--- src/rtl/mux4to1_pkg.sv ---
// Shared constants and select decode for the registered 4:1 lane mux.
package mux4to1_pkg;

  localparam int NUM_LANES = 4;
  localparam int SEL_W     = 2;

  localparam logic [SEL_W-1:0] SEL_L0 = 2'b00;
  localparam logic [SEL_W-1:0] SEL_L1 = 2'b01;
  localparam logic [SEL_W-1:0] SEL_L2 = 2'b10;
  localparam logic [SEL_W-1:0] SEL_L3 = 2'b11;

  function automatic logic [NUM_LANES-1:0] onehot4(input logic [SEL_W-1:0] sel);
    onehot4 = 4'b0001 << sel;
  endfunction

endpackage

--- src/rtl/mux4to1_core.sv ---
// Combinational W-bit 4:1 lane select; an unknown select yields X in simulation.
module mux4to1_core
  import mux4to1_pkg::*;
#(
  parameter int W = 1
) (
  input  logic [NUM_LANES*W-1:0] data,
  input  logic [SEL_W-1:0]       sel,
  output logic [W-1:0]           y
);

  always_comb begin
    y = 'x;
    case (sel)
      SEL_L0:  y = data[0*W +: W];
      SEL_L1:  y = data[1*W +: W];
      SEL_L2:  y = data[2*W +: W];
      SEL_L3:  y = data[3*W +: W];
      default: y = 'x;
    endcase
  end

endmodule

--- src/rtl/mux4to1_reg.sv ---
// Registered 4:1 lane mux with valid flag and one-hot select decode.
// Define MUX4TO1_REG_COMB_OUT_EN to expose the unregistered selection on y_comb_out.
module mux4to1_reg
  import mux4to1_pkg::*;
#(
  parameter int            W       = 1,
  parameter logic [W-1:0]  RST_VAL = '0
) (
  input  logic                   clk_in,
  input  logic                   rst_in,
  input  logic [NUM_LANES*W-1:0] data_in,
  input  logic [SEL_W-1:0]       sel_in,
  input  logic                   valid_in,
  output logic [W-1:0]           y_out,
  output logic                   valid_out,
  output logic [NUM_LANES-1:0]   sel_onehot_out
`ifdef MUX4TO1_REG_COMB_OUT_EN
  ,
  output logic [W-1:0]           y_comb_out
`endif
);

  logic [W-1:0] lane_sel;

  mux4to1_core #(.W(W)) u_core (
    .data (data_in),
    .sel  (sel_in),
    .y    (lane_sel)
  );

`ifdef MUX4TO1_REG_COMB_OUT_EN
  assign y_comb_out = lane_sel;
`endif

  // y_out and the decode hold when valid_in is low; only valid_out tracks it
  always_ff @(posedge clk_in or posedge rst_in) begin
    if (rst_in) begin
      y_out          <= RST_VAL;
      valid_out      <= 1'b0;
      sel_onehot_out <= '0;
    end else begin
      valid_out <= valid_in;
      if (valid_in) begin
        y_out          <= lane_sel;
        sel_onehot_out <= onehot4(sel_in);
      end
    end
  end

endmodule

--- config.mk ---
export PLATFORM = sky130hd
export DESIGN_NAME = mux4to1_reg
export DESIGN_NICKNAME = d
export VERILOG_FILES = /design/src/rtl/mux4to1_pkg.sv /design/src/rtl/mux4to1_core.sv /design/src/rtl/mux4to1_reg.sv
export SDC_FILE = /design/constraint.sdc
export NUM_CORES = 1
export LEC_CHECK = 0
export CORE_AREA = 2 2 39 41
export CTS_BUF_LIST = sky130_fd_sc_hd__clkbuf_4
export CTS_CLUSTER_DIAMETER = 120
export DETAILED_ROUTE_END_ITERATION = 10
export DIE_AREA = 0 0 41 43
export DONT_BUFFER_PORTS = 1
export GPL_ROUTABILITY_DRIVEN = 0
export PLACE_DENSITY = 0.42
export SYNTH_ARGS = -nofsm -noshare
export SYNTH_HDL_FRONTEND = slang
export SYNTH_SLANG_ARGS = --single-unit
--- constraint.sdc ---
create_clock -name clk_in -period 1.81 [get_ports clk_in]
set_input_delay 0.362 -clock clk_in [delete_from_list [all_inputs] [get_ports clk_in]]
set_output_delay 0.362 -clock clk_in [all_outputs]
set_load 0.1 [all_outputs]
### After elaboration in Yosys (flattened, before gate mapping)

Index checks and enable logic that the tools add are counted.

| storage, ports and cells | value |
|---|---|
| output and inout port bits | 6 |
| bits of input ports | 9 |
| register bits | 6 |
| word-level logic and storage cells | 9 |

| cells by class | value |
|---|---|
| muxes and demuxes | 1 |
| reductions and logical operators | 1 |
| shifts and indexed selects | 1 |
| equality and inequality tests | 3 |

Operator list:

| operator | count |
|---|---|
| == test 2 bit, second input constant | 2 |
| case mux 1 bit (4 select lines) | 1 |
| left shift 1 x 2 -> 4 bit, first input constant | 1 |
| == test 2 x 1 -> 1 bit, second input constant | 1 |
| logical NOT 2 bit | 1 |

### Depth between registers and ports, before layout

Gate-level depths: netlist of the first run.

| logic depth | value |
|---|---|
| depth after elaboration | 2 |
| gate-level depth with buffers | 2 |
| mapped depth without buffers | 2 |

### Modules after synthesis

From an unflattened synthesis of the first run, not the netlist that was laid out.

| unflattened totals | value |
|---|---|
| cell total of the unflattened synthesis | 21 |
| area total of the unflattened synthesis | 265.3 sq um |

Modules (own cells, without submodules):

| module | area each (sq um) | instances | sequential area each (sq um) | cells an instance |
|---|---|---|---|---|
| mux4to1_reg | 242.7 | 1 | 150.1 | 20 |
| mux4to1_core | 22.5 | 1 | 0.0 | 1 |

### Worst setup path before layout of the first run

No wires, ideal clock.

| timing | value |
|---|---|
| kind | register to output |
| from | register y_out |
| to | output port y_out |
| stages on the path, launching flop included | 1 |
| required time | 1448 ps |
| data arrival time | 898 ps |
| path buffers | 0 |
| slack | 550 ps |
| cells stage by stage | dfrtp_1 |

RTL lines:

| what | RTL line | text |
|---|---|---|
| from (decl) | mux4to1_reg.sv:14 | `output logic [W-1:0] y_out,` |
| from (signal assigned) | mux4to1_reg.sv:44 | `y_out <= lane_sel;` |

No word-level cell between the ends.

### Worst setup path in the final report of the first run

| timing | value |
|---|---|
| from | register y_out |
| to | output port y_out |

No word-level cell between the ends.

==> flow_metrics.tcl, run 1 <==
set metrics [dict create \
    min_from "valid_in" \
    cap_violations 0 \
    io_pins 15 \
    route.met2.wl_um 203 \
    setup_violations 0 \
    period_minus_slack_ns 1.23 \
    slew_viol_final 0 \
    cts_resized 0 \
    peakVddDrop_mv 0.312 \
    hold-path-cell-count 0 \
    vias_per_cell 4.08 \
    status "finished clean" \
    post_drt_wl_per_cell_um 11.4 \
    p_leak_nw 0.171 \
    mappedNetlistArea_sq_um 243 \
    worst_clock_skew_ns 0 \
    hold_class "input pin to flip-flop" \
    highest_layer "met4" \
    setup_ws_ns 0.579 \
    drt_iter0_markers 1 \
    synth_seq_area_share_pct 61.9 \
    grt_max_degree 9 \
    core_sq_mm 0.00138 \
    ant_nets 0 \
    ys_warn_count 0 \
    netlist_instances 22 \
    synth.area.top_cells "dfrtp_1 (62%), o22ai_1 (10%), inv_1 (9.3%), mux2i_1 (8.2%), nand2b_1 (5.2%)" \
    fp.dieW_um 41 \
    critPathMaxStageDelay_ns 0.33 \
    p_per_area_mw_per_mm2 1180 \
    crit_slowest_cell "dfrtp_1" \
    reg2reg_depth 3 \
    crit_type "flip-flop to output pin" \
    grtUsageTotal_pct 8.29 \
    grt_pass1_wl_um 883 \
    hpwlAfterDp_um 424 \
    placementRows 14 \
    period_share_pct 68.0 \
    cp_num_buf_inv 1 \
    ys_seq_elements 6 \
    firstDrtPassIters 4 \
    crit_path_start_kind "flip-flop" \
    clk_pin_slew_ns 0.05 \
    drt-total-wl_um 546 \
    cts_buffers 3 \
    initial_core_util_pct 17.5 \
    rrSetupSlack_ns 0.87 \
    cts_buffer_depth 2 \
    cp-end-kind "output pin" \
    crit_family "flip-flops" \
    crit_chain "buf_4" \
    cts_sinks 6 \
    fin_setup_tns_ns 0 \
    postCtsHoldBufs 1 \
    dp_slack_ns 0.845 \
    grt_overflow 0 \
    yosysTopAreaCell "dfrtp_1" \
    io_buffer_count 0 \
    syn_nets 31 \
    slew_headroom_pct 80.5 \
    holdWs_ns 0.140 \
    drive_gt1_share_pct 28.1 \
    rr_startpoint "y_out" \
    drc 0 \
    die_area_sq_mm 0.00176 \
    root_buffer "clkbuf_4" \
    fin_nets 43 \
    area_growth_pct 40.2 \
    cts_setup_buffers 0 \
    clk_latency_ns 0.25 \
    path_max_fanout 2 \
    antenna_cells 0 \
    r2r_end "y_out" \
    met1_length_um 239 \
    rsz0062_at_grt "no" \
    first_global_vias 209 \
    syn_avg_cell_area_sq_um 11.0 \
    cp.required_ns 1.45 \
    fmax_mhz 812 \
    worstMarginPinSlew_ns 0.292 \
    antenna_found_initial 0 \
    netlist.area_leader.share_pct 61.9 \
    finalHoldViolCount 0 \
    min_to "valid_out" \
    vias 196 \
    nFillCells 155 \
    chipHeight_um 43 \
    htreeDepth 1 \
    wl_met3_um 96 \
    worstPathArrival_ns 0.87 \
    yosysUniqueCellTypes 7 \
    cts_tree "built" \
]
[state kept, by name (all words and copies together), names as in the netlist]
signal	cells
y_out	1
sel_onehot_out	4
valid_out	1
[worst register-to-register path, cell delays in order (launching register included)]
cell	delay (ns)
dfrtp_1	0.36
buf_4	0.23
nand2b_1	0.11
o221ai_1	0.10
[worst max path at each step]
stage,cells after the start,startpoint,slack (ns),to
2_1_floorplan,0,y_out,0.55,y_out
3_3_place_gp,1,sel_onehot_out[0],0.85,sel_onehot_out[0]
3_5_place_dp,1,y_out,0.85,y_out
4_1_cts,1,y_out,0.57,y_out
5_1_grt,1,y_out,0.55,y_out
6_report,1,y_out,0.58,y_out
[layer usage]
layer  up-vias  global-route usage [%]
met5         -                       0
met4         0                    8.00
met3         2                    5.24
met2        16                    7.81
met1        85                    11.5
li1         93                       -
[layout make-up]
class                   instances  area [sq um]  area share [%]
multi-input cells              10          70.1            20.6
flip-flops and latches          6           150            44.1
clock buffers                   3          22.5            6.62
inverters                       6          22.5            6.62
well taps                      16          20.0            5.88
repair buffers                  7          55.1            16.2
[synthesized netlist by cell type]
cell	count
nand2b_1	2
dfrtp_1	6
nand2_1	1
o221ai_1	1
o22ai_1	4
inv_1	6
mux2i_1	2
[layout by cell type, fill, tap and decap left out, drive strengths merged]
cell type / instances
o221ai: 1
clkbuf: 3
mux2i: 2
dfrtp: 6
buf: 6
dlygate4sd3: 1
nand2: 1
inv: 6
nand2b: 2
o22ai: 4
[metrics by stage]
stage               std cells  power (W)  area [sq um]  util (%)
floorplan                  22   0.000252           243         -
global placement           44   0.000274           308      22.2
detailed placement         44   0.000275           308      22.2
CTS                        48   0.000404           340      24.6
global route               48   0.000422           340      24.6
finish                     48   0.000401           340      24.6
[power breakdown]
part           internal [W]  total, W  switching, W
Clock             0.0000752  0.000126     0.0000513
Combinational     0.0000250  0.000126      0.000101
Sequential         0.000145  0.000148    0.00000300
Total              0.000246  0.000401      0.000155
[logic make-up after synthesis]
group                  synth area share (%)
flip-flops                             61.9
buffers and inverters                  9.28
AO/OA/AOI/OAI                          13.9
AND/OR/NAND/NOR                        6.70
multiplexers                           8.25
Note: power is estimated with default switching activity, not from simulation.
==> run 2, diff against run 1 <==
--- a/config.mk
+++ b/config.mk
@@ -12,7 +12,7 @@
 export DIE_AREA = 0 0 41 43
 export DONT_BUFFER_PORTS = 1
 export GPL_ROUTABILITY_DRIVEN = 0
-export PLACE_DENSITY = 0.42
+export PLACE_DENSITY = 0.43
 export SYNTH_ARGS = -nofsm -noshare
 export SYNTH_HDL_FRONTEND = slang
 export SYNTH_SLANG_ARGS = --single-unit
==> constraint.sdc (replaced) <==
create_clock -name clk_in -period 1.1 [get_ports clk_in]
set_input_delay 0.22 -clock clk_in [delete_from_list [all_inputs] [get_ports clk_in]]
set_output_delay 0.22 -clock clk_in [all_outputs]
set_load 0.1 [all_outputs]
==> flow_metrics.tcl, run 2 (synthesized netlist as in run 1, its figures left out) <==
set metrics [dict create \
    vias 201 \
    rsz0062_at_grt "no" \
    post_drt_wl_per_cell_um 10.4 \
    min_from "valid_in" \
    cts_buffer_depth 2 \
    vias_per_cell 4.10 \
    slew_headroom_pct 85.3 \
    ant_nets 0 \
    status "finished clean" \
    die_area_sq_mm 0.00176 \
    p_leak_nw 0.190 \
    root_buffer "clkbuf_4" \
    antenna_cells 0 \
    period_share_pct 96.2 \
    grt_pass1_wl_um 869 \
    drc 0 \
    clk_latency_ns 0.24 \
    top_regs "sel_onehot_out (4), valid_out (1), y_out (1)" \
    setup.worst_path.start "y_out" \
    crit_path_start_kind "flip-flop" \
    cts_sinks 6 \
    fin_nets 44 \
    initial_core_util_pct 17.5 \
    worst_clock_skew_ns 0 \
    crit_slowest_cell "dfrtp_2" \
    placementRows 14 \
    cap_violations 0 \
    final_area_sq_um 433 \
    hold_class "input pin to flip-flop" \
    fmax_mhz 945 \
    first_global_vias 220 \
    critPathMaxStageDelay_ns 0.42 \
    clk_pin_slew_ns 0.04 \
    slew_viol_final 0 \
    crit_family "flip-flops" \
    io_buffer_count 0 \
    hpwlAfterDp_um 400 \
    cp.required_ns 0.88 \
    crit_chain "buf_12" \
    chipHeight_um 43 \
    htreeDepth 1 \
    p_per_area_mw_per_mm2 1650 \
    antenna_found_initial 0 \
    cts_tree "built" \
    fp.dieW_um 41 \
    nFillCells 151 \
    worstPathArrival_ns 0.84 \
    fin_setup_tns_ns 0 \
    cts_buffers 3 \
    grtUsageTotal_pct 7.80 \
    setup_violations 0 \
    mostFrequentLayoutCells "inv_1 (6), buf_12 (6), dfrtp_2 (6)" \
    holdWs_ns 0.0737 \
    io_pins 15 \
    finalHoldViolCount 0 \
    drt_iter0_markers 0 \
    worstMarginPinSlew_ns 0.220 \
    grt_max_degree 9 \
    cp-end-kind "output pin" \
    period_minus_slack_ns 1.06 \
    drt-total-wl_um 511 \
    drive_gt1_share_pct 45.5 \
    core_sq_mm 0.00138 \
    regMostFlops "sel_onehot_out" \
    peakVddDrop_mv 0.502 \
    largest_reg_flops 4 \
    crit_type "flip-flop to output pin" \
    path_max_fanout 2 \
    rrSetupSlack_ns 0.37 \
    grt_overflow 0 \
    area_growth_pct 78.4 \
    rr_startpoint "y_out" \
    p_total_w 0.000715 \
    placed_cell_area_sq_um 390 \
    cp_num_buf_inv 1 \
    firstDrtPassIters 1 \
]
[run 2: cell types whose count changed in the layout (fill, tap and decap cells not counted), sizes merged]
cell / previous run / this run
dlygate4sd3: 1 / 2
[run 2: area by class of cell]
cell class	instances	area, sq um	area share, %
Multi-Input combinational cell	10	70.1	16.2
Tap cell	16	20.0	4.62
Inverter	6	22.5	5.20
Clock buffer	3	22.5	5.20
Timing Repair Buffer	8	140	32.4
Sequential cell	6	158	36.4
[run 2: final timing paths]
path | end | cells past startpoint
max in group asynchronous | sel_onehot_out[0] | 2
worst min-delay path | sel_onehot_out[0] | 1
worst min register to register | y_out | 2
worst max register to register | y_out | 2
worst max-delay path | y_out | 1
min in group asynchronous | valid_out | 2
[run 2: layer usage]
metal,vias up,share of wire [%],wire length (um),global-route usage (%)
met3,0,11,55,3.66
met2,13,47,238,9.06
li1,97,-,-,-
met4,0,0,0,8.00
met1,91,42,216,9.60
met5,-,0,0,0
[run 2: stage by stage]
stage	worst slack (ns)	util, %	cells
6_report	0.0422	31.3	49
4_1_cts	0.0284	31.3	49
5_1_grt	0.0210	31.3	49
3_3_place_gp	0.307	28.2	44
2_1_floorplan	0.130	-	22
3_5_place_dp	0.297	28.2	44
[run 2: power breakdown]
group          total, W  switching, W  internal [W]  leakage (nW)
combinational  0.000252      0.000162     0.0000903         0.108
sequential     0.000262     0.0000192      0.000243        0.0683
clock          0.000201     0.0000777      0.000123        0.0138
total          0.000715      0.000258      0.000457         0.190
[run 2: what timing repair did]
item                                    4_1_cts  5_1_grt
setup buffers                                 0        0
gates resized for setup                       0        0
hold endpoints to repair                      7        0
hold buffers                                  2        0
endpoints found under the setup margin        0        0
==> run 3, diff against run 2 <==
--- a/config.mk
+++ b/config.mk
@@ -12,6 +12,7 @@
 export DIE_AREA = 0 0 41 43
 export DONT_BUFFER_PORTS = 1
 export GPL_ROUTABILITY_DRIVEN = 0
+export HOLD_SLACK_MARGIN = 0.08
 export PLACE_DENSITY = 0.43
 export SYNTH_ARGS = -nofsm -noshare
 export SYNTH_HDL_FRONTEND = slang
==> flow_metrics.tcl, run 3 (synthesized netlist as in run 1, its figures left out) <==
set metrics [dict create \
    status "finished clean" \
    firstDrtPassIters 1 \
    postCtsHoldBufs 3 \
    p_seq_share_pct 36.4 \
    cap_violations 0 \
    first_global_vias 222 \
    mostFrequentLayoutCells "inv_1 (6), buf_12 (6), dfrtp_2 (6)" \
    crit_family "flip-flops" \
    worstMarginPinSlew_ns 0.220 \
    endpoint "y_out" \
    drt_iter0_markers 0 \
    wl_met3_um 50 \
    vias_per_cell 4.14 \
    period_share_pct 96.2 \
    post-route-util_pct 32.0 \
    grt_overflow 0 \
    clk_pin_slew_ns 0.04 \
    route.met2.wl_um 242 \
    clk_latency_ns 0.24 \
    power_frac_comb_pct 35.7 \
    p_per_area_mw_per_mm2 1630 \
    cp.required_ns 0.88 \
    crit_path_start_kind "flip-flop" \
    worst_clock_skew_ns 0 \
    area_growth_pct 82.5 \
    finalHoldViolCount 0 \
    regMostFlops "sel_onehot_out" \
    vias 207 \
    period_minus_slack_ns 1.06 \
    cts_tree "built" \
    rr_startpoint "y_out" \
    rrSetupSlack_ns 0.37 \
    cts_resized 0 \
    fmax_mhz 945 \
    crit_chain "buf_12" \
    setup_violations 0 \
    switching_share_pct 36.3 \
    multiInputGateArea_sq_um 70.1 \
    cts_setup_buffers 0 \
    io_pins 15 \
    seq_area_sq_um 158 \
    cts_sinks 6 \
    antenna_cells 0 \
    largest_reg_flops 4 \
    placementRows 14 \
    post_drt_wl_per_cell_um 10.1 \
    crit_type "flip-flop to output pin" \
    drt-total-wl_um 503 \
    fp.dieW_um 41 \
    core_sq_mm 0.00138 \
    cp_num_buf_inv 1 \
    top_regs "sel_onehot_out (4), valid_out (1), y_out (1)" \
    fin_nets 45 \
    ant_nets 0 \
    r2r_end "y_out" \
    met1_length_um 210 \
    fin_setup_tns_ns 0 \
    initial_core_util_pct 17.5 \
    hold_class "input pin to flip-flop" \
    peakVddDrop_mv 0.502 \
    cts_buffers 3 \
    die_area_sq_mm 0.00176 \
    rsz0062_at_grt "no" \
    critPathMaxStageDelay_ns 0.42 \
    crit_slowest_cell "dfrtp_2" \
    grt_max_degree 7 \
    worstPathArrival_ns 0.84 \
    nFillCells 150 \
    dp_cells 44 \
    cp-end-kind "output pin" \
    drive_gt1_share_pct 44.1 \
    root_buffer "clkbuf_4" \
    grtUsageTotal_pct 7.70 \
    fin_cells 50 \
    setup.worst_path.start "y_out" \
    slew_headroom_pct 85.3 \
    p_switching_w 0.000261 \
    grt_pass1_wl_um 848 \
    reg2reg_depth 2 \
    htreeDepth 1 \
    io_buffer_count 0 \
    highest_layer "met3" \
    drc 0 \
    p_leak_nw 0.194 \
    hpwlAfterDp_um 400 \
    chipHeight_um 43 \
    crit_cells 1 \
    slew_viol_final 0 \
    cts_buffer_depth 2 \
    internal_power_w 0.000459 \
    path_max_fanout 2 \
    antenna_found_initial 0 \
    power_frac_clock_pct 27.9 \
]
run 3: cell count changes in the layout (fill, tap and decap cells not counted):
cell and change:
dlygate4sd3_1 +1
run 3: through the flow:
stage	total power [W]	worst slack (ns)	hold WS [ns]	instance area, sq um
floorplan	0.000418	0.130	0.0110	250
CTS	0.000737	0.0284	0.115	443
global route	0.000752	0.0210	0.122	443
finish	0.000720	0.0421	0.125	443
detailed placement	0.000514	0.297	0.0381	390
global placement	0.000512	0.307	0.0397	390
run 3: power groups by stage:
| stage | Sequential (W) | Clock, W | Combinational (W) |
|---|---|---|---|
| floorplan | 0.000389 | 0 | 0.0000285 |
| global placement | 0.000265 | 0 | 0.000246 |
| detailed placement | 0.000266 | 0 | 0.000247 |
| CTS | 0.000263 | 0.000215 | 0.000259 |
| global route | 0.000264 | 0.000221 | 0.000266 |
| finish | 0.000262 | 0.000201 | 0.000257 |
run 3: worst min path at each step:
| stage | endpoint | depth (start not counted) | start | slack (ns) |
|---|---|---|---|---|
| after floorplan | sel_onehot_out[0] | 1 | rst_in | 0.01 |
| after global placement | valid_out | 1 | rst_in | 0.04 |
| after detailed placement | valid_out | 1 | rst_in | 0.04 |
| after CTS | sel_onehot_out[3] | 2 | sel_in[0] | 0.11 |
| after global routing | sel_onehot_out[3] | 2 | sel_in[0] | 0.12 |
| final | sel_onehot_out[3] | 2 | sel_in[0] | 0.12 |
run 3: final cells by class:
| class | count | area share (%) |
|---|---|---|
| Tap cell | 16 | 4.52 |
| Sequential cell | 6 | 35.6 |
| Inverter | 6 | 5.08 |
| Multi-Input combinational cell | 10 | 15.8 |
| Clock buffer | 3 | 5.08 |
| Timing Repair Buffer | 9 | 33.9 |
run 3: metal layers:
metal  track usage, %  vias up
li1                 -       99
met1             8.94       95
met2             9.38       13
met3             3.66        0
met4             8.00        0
met5                0        -
